`src/rtl/fetch_stage.sv`:
```
// fetch_stage: instruction fetch stage in front of a synchronous instruction memory.
// Owns the PC and issues at most one fetch per cycle. Reads in flight are tracked by a
// fixed-latency shift register, and returned words land in a small skid FIFO, so a
// downstream stall never drops an instruction. A redirect squashes everything in flight
// and everything buffered.
//
// Ports
//   clk                   clock
//   rst                   asynchronous reset, active low
//   mem_pc_output         fetch address to the memory
//   mem_valid_output      fetch issued this cycle
//   instruction_data      memory read data, READ_LATENCY cycles after its address
//   redirect_valid_input  taken branch/jump
//   redirect_pc_input     redirect target
//   stall_input           downstream cannot accept this cycle
//   instr_valid_output    instr_pc_output / instr_output hold a valid instruction
//   instr_pc_output       PC of the presented instruction
//   instr_output          presented instruction word
module fetch_stage #(
    parameter int                         OPERAND_WIDTH = 32,
    parameter int                         READ_LATENCY  = 2,
    parameter int                         FIFO_DEPTH    = READ_LATENCY + 1,
    parameter logic [OPERAND_WIDTH-1:0]   RESET_PC      = '0,
    parameter int                         PC_STEP       = 1
) (
    input  logic                     clk,
    input  logic                     rst,
    output logic [OPERAND_WIDTH-1:0] mem_pc_output,
    output logic                     mem_valid_output,
    input  logic [OPERAND_WIDTH-1:0] instruction_data,
    input  logic                     redirect_valid_input,
    input  logic [OPERAND_WIDTH-1:0] redirect_pc_input,
    input  logic                     stall_input,
    output logic                     instr_valid_output,
    output logic [OPERAND_WIDTH-1:0] instr_pc_output,
    output logic [OPERAND_WIDTH-1:0] instr_output
);

    localparam int PW   = (FIFO_DEPTH > 1) ? $clog2(FIFO_DEPTH) : 1;
    localparam int CW   = $clog2(FIFO_DEPTH + 1);
    localparam int OW   = $clog2(READ_LATENCY + FIFO_DEPTH + 1);
    localparam int LAST = READ_LATENCY - 1;
    localparam logic [OPERAND_WIDTH-1:0] PC_INC = OPERAND_WIDTH'(PC_STEP);

    logic [OPERAND_WIDTH-1:0] pc_q, pc_d;
    logic [READ_LATENCY-1:0]  infl_vld_q, infl_vld_d;
    logic [OPERAND_WIDTH-1:0] infl_pc_q [READ_LATENCY];
    logic [OPERAND_WIDTH-1:0] infl_pc_d [READ_LATENCY];
    logic [OPERAND_WIDTH-1:0] fifo_pc_q   [FIFO_DEPTH];
    logic [OPERAND_WIDTH-1:0] fifo_data_q [FIFO_DEPTH];
    logic [PW-1:0]            head_q, head_d, tail_q, tail_d;
    logic [CW-1:0]            cnt_q, cnt_d;
    logic [OW-1:0]            inflight_cnt, occupancy;
    logic                     pop, push, issue;

    function automatic logic [PW-1:0] ptr_inc(input logic [PW-1:0] p);
        return (p == PW'(FIFO_DEPTH - 1)) ? '0 : p + PW'(1);
    endfunction

    always_comb begin
        inflight_cnt = '0;
        for (int i = 0; i < READ_LATENCY; i++) begin
            inflight_cnt = inflight_cnt + OW'(infl_vld_q[i]);
        end
    end

    assign instr_valid_output = (cnt_q != '0);
    assign pop  = instr_valid_output && !stall_input;
    // The returning word is always accepted; the credit check below keeps room for it.
    assign push = infl_vld_q[LAST] && !redirect_valid_input;
    // Credit: every outstanding read already owns a FIFO slot, and a slot freed by this
    // cycle's pop can be reused by the fetch issued now.
    assign occupancy = inflight_cnt + OW'(cnt_q) - OW'(pop);
    assign issue     = !redirect_valid_input && (occupancy < OW'(FIFO_DEPTH));

    // Gate with the reset so nothing appears issued while reset is held.
    assign mem_valid_output = issue && rst;
    assign mem_pc_output    = pc_q;
    assign instr_pc_output  = instr_valid_output ? fifo_pc_q[head_q]   : '0;
    assign instr_output     = instr_valid_output ? fifo_data_q[head_q] : '0;

    always_comb begin
        pc_d = pc_q;
        if (redirect_valid_input) begin
            pc_d = redirect_pc_input;
        end else if (issue) begin
            pc_d = pc_q + PC_INC;
        end

        infl_vld_d[0] = issue;
        infl_pc_d[0]  = pc_q;
        for (int i = 1; i < READ_LATENCY; i++) begin
            infl_vld_d[i] = infl_vld_q[i-1] && !redirect_valid_input;
            infl_pc_d[i]  = infl_pc_q[i-1];
        end

        head_d = head_q;
        tail_d = tail_q;
        cnt_d  = cnt_q;
        if (redirect_valid_input) begin
            head_d = '0;
            tail_d = '0;
            cnt_d  = '0;
        end else begin
            if (push) tail_d = ptr_inc(tail_q);
            if (pop)  head_d = ptr_inc(head_q);
            cnt_d = cnt_q + CW'(push) - CW'(pop);
        end
    end

    always_ff @(posedge clk or negedge rst) begin
        if (!rst) begin
            pc_q       <= RESET_PC;
            infl_vld_q <= '0;
            for (int i = 0; i < READ_LATENCY; i++) infl_pc_q[i] <= '0;
            head_q     <= '0;
            tail_q     <= '0;
            cnt_q      <= '0;
        end else begin
            pc_q       <= pc_d;
            infl_vld_q <= infl_vld_d;
            for (int i = 0; i < READ_LATENCY; i++) infl_pc_q[i] <= infl_pc_d[i];
            head_q     <= head_d;
            tail_q     <= tail_d;
            cnt_q      <= cnt_d;
        end
    end

    // Storage needs no reset: entries are only visible while counted valid.
    always_ff @(posedge clk) begin
        if (push) begin
            fifo_pc_q[tail_q]   <= infl_pc_q[LAST];
            fifo_data_q[tail_q] <= instruction_data;
        end
    end

    overflow_chk: assert property (@(posedge clk) disable iff (!rst)
        !(push && !pop && (cnt_q == CW'(FIFO_DEPTH))));

endmodule

```
`config.mk`:
```
export PLATFORM = sky130hd
export DESIGN_NAME = fetch_stage
export DESIGN_NICKNAME = d
export VERILOG_FILES = /design/src/rtl/fetch_stage.sv
export SDC_FILE = /design/constraint.sdc
export NUM_CORES = 1
export LEC_CHECK = 0
export CORE_ASPECT_RATIO = 1.25
export CORE_UTILIZATION = 56
export CTS_CLUSTER_DIAMETER = 50
export DETAILED_ROUTE_END_ITERATION = 8
export GPL_TIMING_DRIVEN = 0
export PLACE_DENSITY = 0.84
export SLEW_MARGIN = 20
export SYNTH_ARGS = -nofsm -noshare
export SYNTH_HDL_FRONTEND = slang
export SYNTH_SLANG_ARGS = --single-unit
```
`constraint.sdc`:
```
create_clock -name clk -period 17.35 [get_ports clk]
set_input_delay 3.47 -clock clk [delete_from_list [all_inputs] [get_ports clk]]
set_output_delay 3.47 -clock clk [all_outputs]
set_load 0.01 [all_outputs]
```
==> insert_results.sql <==
INSERT INTO impl_metrics (metric_group, metric, value, unit) VALUES
('status', 'run_status', 'finished, final reports clean', ''),
('final_layout', 'ratio_of_cells_with_drive_above_1_in_the_final_layout', '11.6', '%'),
('synth', 'synth-edff-count', '192', ''),
('synth', 'syn-mean-instance-area', '13.7', 'um2'),
('power', 'design_power_total', '1.99', 'mW'),
('power', 'power.share.sequential', '43.2', '%'),
('global_route', 'grt_remaining_overflow', '0', ''),
('synth', 'synth_sequential_area_ratio', '72.1', '%'),
('timing', 'unrepaired_setup_endpoints_after_global_routing', 'no', ''),
('routing', 'detail_route.vias_per_cell', '5.55', ''),
('power', 'cellLeakagePower', '5.38', 'nW'),
('routing', 'wl_per_cell', '18.5', 'um'),
('clock_tree', 'max-clock-path-buffers', '3', ''),
('power', 'internal_power', '1.43', 'mW'),
('placed_design', 'final_hpwl_dp', '16.8', 'mm'),
('clock_tree', 'worst_skew_pair.late_latency', '530', 'ps'),
('timing', 'fin_skew', '23.6', 'ps'),
('routing', 'drt.antenna.violating_nets', '0', ''),
('final_layout', 'regArea', '0.00837', 'mm2'),
('synth', 'post_synthesis_register_bit_count', '296', ''),
('power', 'power.combinational.fraction', '25.8', '%'),
('critical_path', 'criticalPathCategory', 'input port to output port', ''),
('timing', 'finalSetupViolations', '0', ''),
('global_route', 'number_of_global_route_vias_before_repair', '7584', ''),
('timing', 'timing_worst_slew_pin_value', '821', 'ps'),
('floorplan', 'rows', '58', ''),
('clock_tree', 'cts_buffers', '26', ''),
('final_layout', 'antennaDiodeCount', '0', ''),
('routing', 'drt-initial-drc-count', '526', ''),
('floorplan', 'placeableCoreArea', '0.0202', 'mm2'),
('clock_tree', 'htree_levels', '1', ''),
('routing', 'drt-pass1-iter-count', '5', ''),
('critical_path', 'arrival', '6920', 'ps'),
('global_route', 'grt_start_max_net_pins', '82', ''),
('timing', 'hold_viol_final', '0', ''),
('synth', 'yosys_warnings', '0', ''),
('power', 'p_sw', '0.558', 'mW'),
('clock_tree', 'cts.clk_slew.worst_paths', '70', 'ps'),
('run', 'cap_violations', '0', ''),
('synth', 'yosys_most_used_dff', 'sky130_fd_sc_hd__edfxtp_1', ''),
('final_layout', 'fill_cells', '1253', ''),
('routing', 'routed_wirelength', '25.1', 'mm'),
('clock_tree', 'cts_repair_resize_count', '0', ''),
('global_route', 'grt.total_usage', '23.7', '%'),
('final_layout', 'layout-area-overhead-vs-synth', '27.6', '%'),
('timing', 'period_needed', '10390', 'ps'),
('clock_tree', 'hold_fix_buffers_at_cts', '0', ''),
('final_layout', 'design.final.nets', '1141', ''),
('critical_path', 'required', '13880', 'ps'),
('timing', 'postLayoutSetupSlackWorst', '6960', 'ps'),
('floorplan', 'initial_utilization', '57.3', '%'),
('critical_path', 'timing.critical_path.to_type', 'output port', ''),
('power', 'pwr_density_cell', '134', 'mW/mm2'),
('critical_path', 'critPathLaunchType', 'input port', ''),
('timing', 'timing.slew.headroom', '45.0', '%'),
('timing', 'achievable-frequency', '0.0963', 'GHz'),
('placed_design', 'pre_cts_slack', '7120', 'ps'),
('clock_tree', 'cts_root_buffer', 'sky130_fd_sc_hd__clkbuf_16', ''),
('synth', 'async_reset_ff_share', '35.1', '%'),
('global_route', 'grt_antenna_before_repair', '0', ''),
('power', 'power.switching_fraction', '28.1', '%'),
('floorplan', 'dieWidth', '131', 'um'),
('clock_tree', 'postCtsSetupBuffers', '0', ''),
('worst_hold_path', 'min_path_type', 'flop to flop', ''),
('floorplan', 'floorplan.die.height', '163', 'um'),
('final_layout', 'finish.utilization', '73.1', '%'),
('global_route', 'wire_length_of_the_first_global_routing_pass', '38.4', 'mm'),
('synth', 'mappedNetlistNets', '923', ''),
('power', 'clock_power_share', '31.0', '%'),
('floorplan', 'dieArea', '0.0213', 'mm2'),
('synth', 'yosys.cell_types.count', '43', ''),
('critical_path', 'worst-path-max-fanout', '4', ''),
('final_layout', 'multiInputGateArea', '0.00278', 'mm2'),
('routing', 'via_count', '7526', ''),
('timing', 'timing.final.crit_share', '59.9', '%'),
('timing', 'drv_slew', '0', ''),
('routing', 'drcViolationCount', '0', ''),
('placed_design', 'place.port_buffers', '165', ''),
('power', 'vdd_ir_max', '0.0819', 'mV'),
('clock_tree', 'tritoncts', 'yes', ''),
('synth', 'synth_cells', '849', ''),
('synth', 'synth.cell_area', '0.0116', 'mm2'),
('placed_design', 'gp_congestion', '0.865', ''),
('floorplan', 'num_io_pins', '166', ''),
('timing', 'totalNegativeSetupSlack', '0', 'ps'),
('clock_tree', 'clock_net_sink_count', '296', '');
## placed cells by master (no fill, tap or decap), types with 5 or more instances in the layout
cell type,netlist,final
sky130_fd_sc_hd__dfrtp_1,104,104
sky130_fd_sc_hd__clkbuf_1,28,29
sky130_fd_sc_hd__nor2_1,155,155
sky130_fd_sc_hd__clkbuf_16,0,28
sky130_fd_sc_hd__nand3_1,12,12
sky130_fd_sc_hd__clkdlybuf4s50_1,0,164
sky130_fd_sc_hd__o31ai_1,14,14
sky130_fd_sc_hd__a21oi_1,68,68
sky130_fd_sc_hd__or2_2,5,5
sky130_fd_sc_hd__nand4_1,8,8
sky130_fd_sc_hd__buf_4,33,47
sky130_fd_sc_hd__a31oi_1,17,17
sky130_fd_sc_hd__nand2_1,31,31
sky130_fd_sc_hd__edfxtp_1,192,192
sky130_fd_sc_hd__xnor2_1,9,9
sky130_fd_sc_hd__o311ai_0,6,6
sky130_fd_sc_hd__or4_1,17,17
sky130_fd_sc_hd__buf_6,2,13
sky130_fd_sc_hd__mux2i_1,65,65
sky130_fd_sc_hd__inv_1,9,9
sky130_fd_sc_hd__clkbuf_8,0,7
sky130_fd_sc_hd__o21ai_0,15,15
sky130_fd_sc_hd__buf_1,8,8
## critical path, cell delays in order
cell                              delay [ps]
sky130_fd_sc_hd__clkdlybuf4s50_1         450
sky130_fd_sc_hd__nor2_1                  350
sky130_fd_sc_hd__ha_1                    320
sky130_fd_sc_hd__fa_1                    390
sky130_fd_sc_hd__fa_1                    440
sky130_fd_sc_hd__xnor2_1                 310
sky130_fd_sc_hd__o21ai_0                 270
sky130_fd_sc_hd__nor2_1                  210
sky130_fd_sc_hd__and2_1                  160
sky130_fd_sc_hd__clkdlybuf4s50_1         540
## routing by layer
metal | global-route usage [%] | routed length, um | up-vias
met5 | 0 | 0 | -
met4 | 7.99 | 642 | 0
met3 | 3.32 | 1390 | 52
met2 | 43.4 | 13400 | 290
met1 | 28.3 | 9670 | 3679
li1 | - | - | 3505
## per-stage QoR
step / cells / instance area (um2) / hold WS (ps)
2_1_floorplan: 849 / 11600 / 331
4_1_cts: 1357 / 14800 / 345
3_3_place_gp: 1284 / 13600 / 332
5_1_grt: 1357 / 14800 / 344
6_report: 1357 / 14800 / 339
3_5_place_dp: 1309 / 13900 / 335
## Yosys cell counts (5+ instances only)
| library cell | number | area share [%] |
|---|---|---|
| sky130_fd_sc_hd__a21oi_1 | 68 | 2.9 |
| sky130_fd_sc_hd__a31oi_1 | 17 | 0.92 |
| sky130_fd_sc_hd__buf_1 | 8 | 0.26 |
| sky130_fd_sc_hd__buf_4 | 33 | 2.1 |
| sky130_fd_sc_hd__clkbuf_1 | 28 | 0.91 |
| sky130_fd_sc_hd__dfrtp_1 | 104 | 22 |
| sky130_fd_sc_hd__edfxtp_1 | 192 | 50 |
| sky130_fd_sc_hd__inv_1 | 9 | 0.29 |
| sky130_fd_sc_hd__mux2i_1 | 65 | 5.6 |
| sky130_fd_sc_hd__nand2_1 | 31 | 1.0 |
| sky130_fd_sc_hd__nand3_1 | 12 | 0.52 |
| sky130_fd_sc_hd__nand4_1 | 8 | 0.43 |
| sky130_fd_sc_hd__nor2_1 | 155 | 5.0 |
| sky130_fd_sc_hd__nor3_1 | 5 | 0.22 |
| sky130_fd_sc_hd__o21ai_0 | 15 | 0.65 |
| sky130_fd_sc_hd__o311ai_0 | 6 | 0.45 |
| sky130_fd_sc_hd__o31ai_1 | 14 | 0.91 |
| sky130_fd_sc_hd__or2_2 | 5 | 0.27 |
| sky130_fd_sc_hd__or4_1 | 17 | 1.1 |
| sky130_fd_sc_hd__xnor2_1 | 9 | 0.68 |
## logic make-up (layout without fill, tap and decap cells)
kind of cell	after synthesis	in the layout	synth area share [%]
flip-flops	296	296	72.1
XOR/XNOR	12	12	0.906
multiplexers	65	65	5.61
adder cells (fa/ha/maj)	6	6	0.776
AO/OA/AOI/OAI	126	126	6.31
AND/OR/NAND/NOR	259	259	10.3
buffers and inverters	85	323	4.03
## final timing paths
kind,startpoint,to,slack (ps),depth (start not counted)
max,stall_input,mem_valid_output,6960,10
min,infl_pc_d[16],infl_pc_q[16],340,0
max reg2reg,cnt_q[1],mem_pc_output[26],13070,11
min reg2reg,infl_pc_d[16],infl_pc_q[16],340,0
max in group asynchronous,rst,mem_pc_output[4],13890,2
min in group asynchronous,rst,infl_pc_d[24],2810,1
## power by group through the flow
stage                     clock network, mW  registers, mW  logic (mW)
after floorplan                           0          0.859       0.270
after global placement                    0          0.872       0.490
after detailed placement                  0          0.870       0.509
after CTS                             0.623          0.857       0.517
after global routing                  0.649          0.864       0.557
final                                 0.616          0.858       0.513
## final cells by class
class	count	share of cell area [%]
flip-flops and latches	296	56.5
multi-input cells	468	18.8
repair buffers	190	12.8
clock inverters	12	0.997
inverters	9	0.228
well taps	270	2.28
plain buffers	76	2.93
clock buffers	36	5.41
## state kept, by name (all words and copies together) (netlist names)
register       flops
cnt_q              2
infl_pc_d         32
fifo_data_q       96
head_q             2
mem_pc_output     32
tail_q             2
infl_vld_q         2
fifo_pc_q         96
infl_pc_q         32
Note: power is estimated with default switching activity, not from simulation.
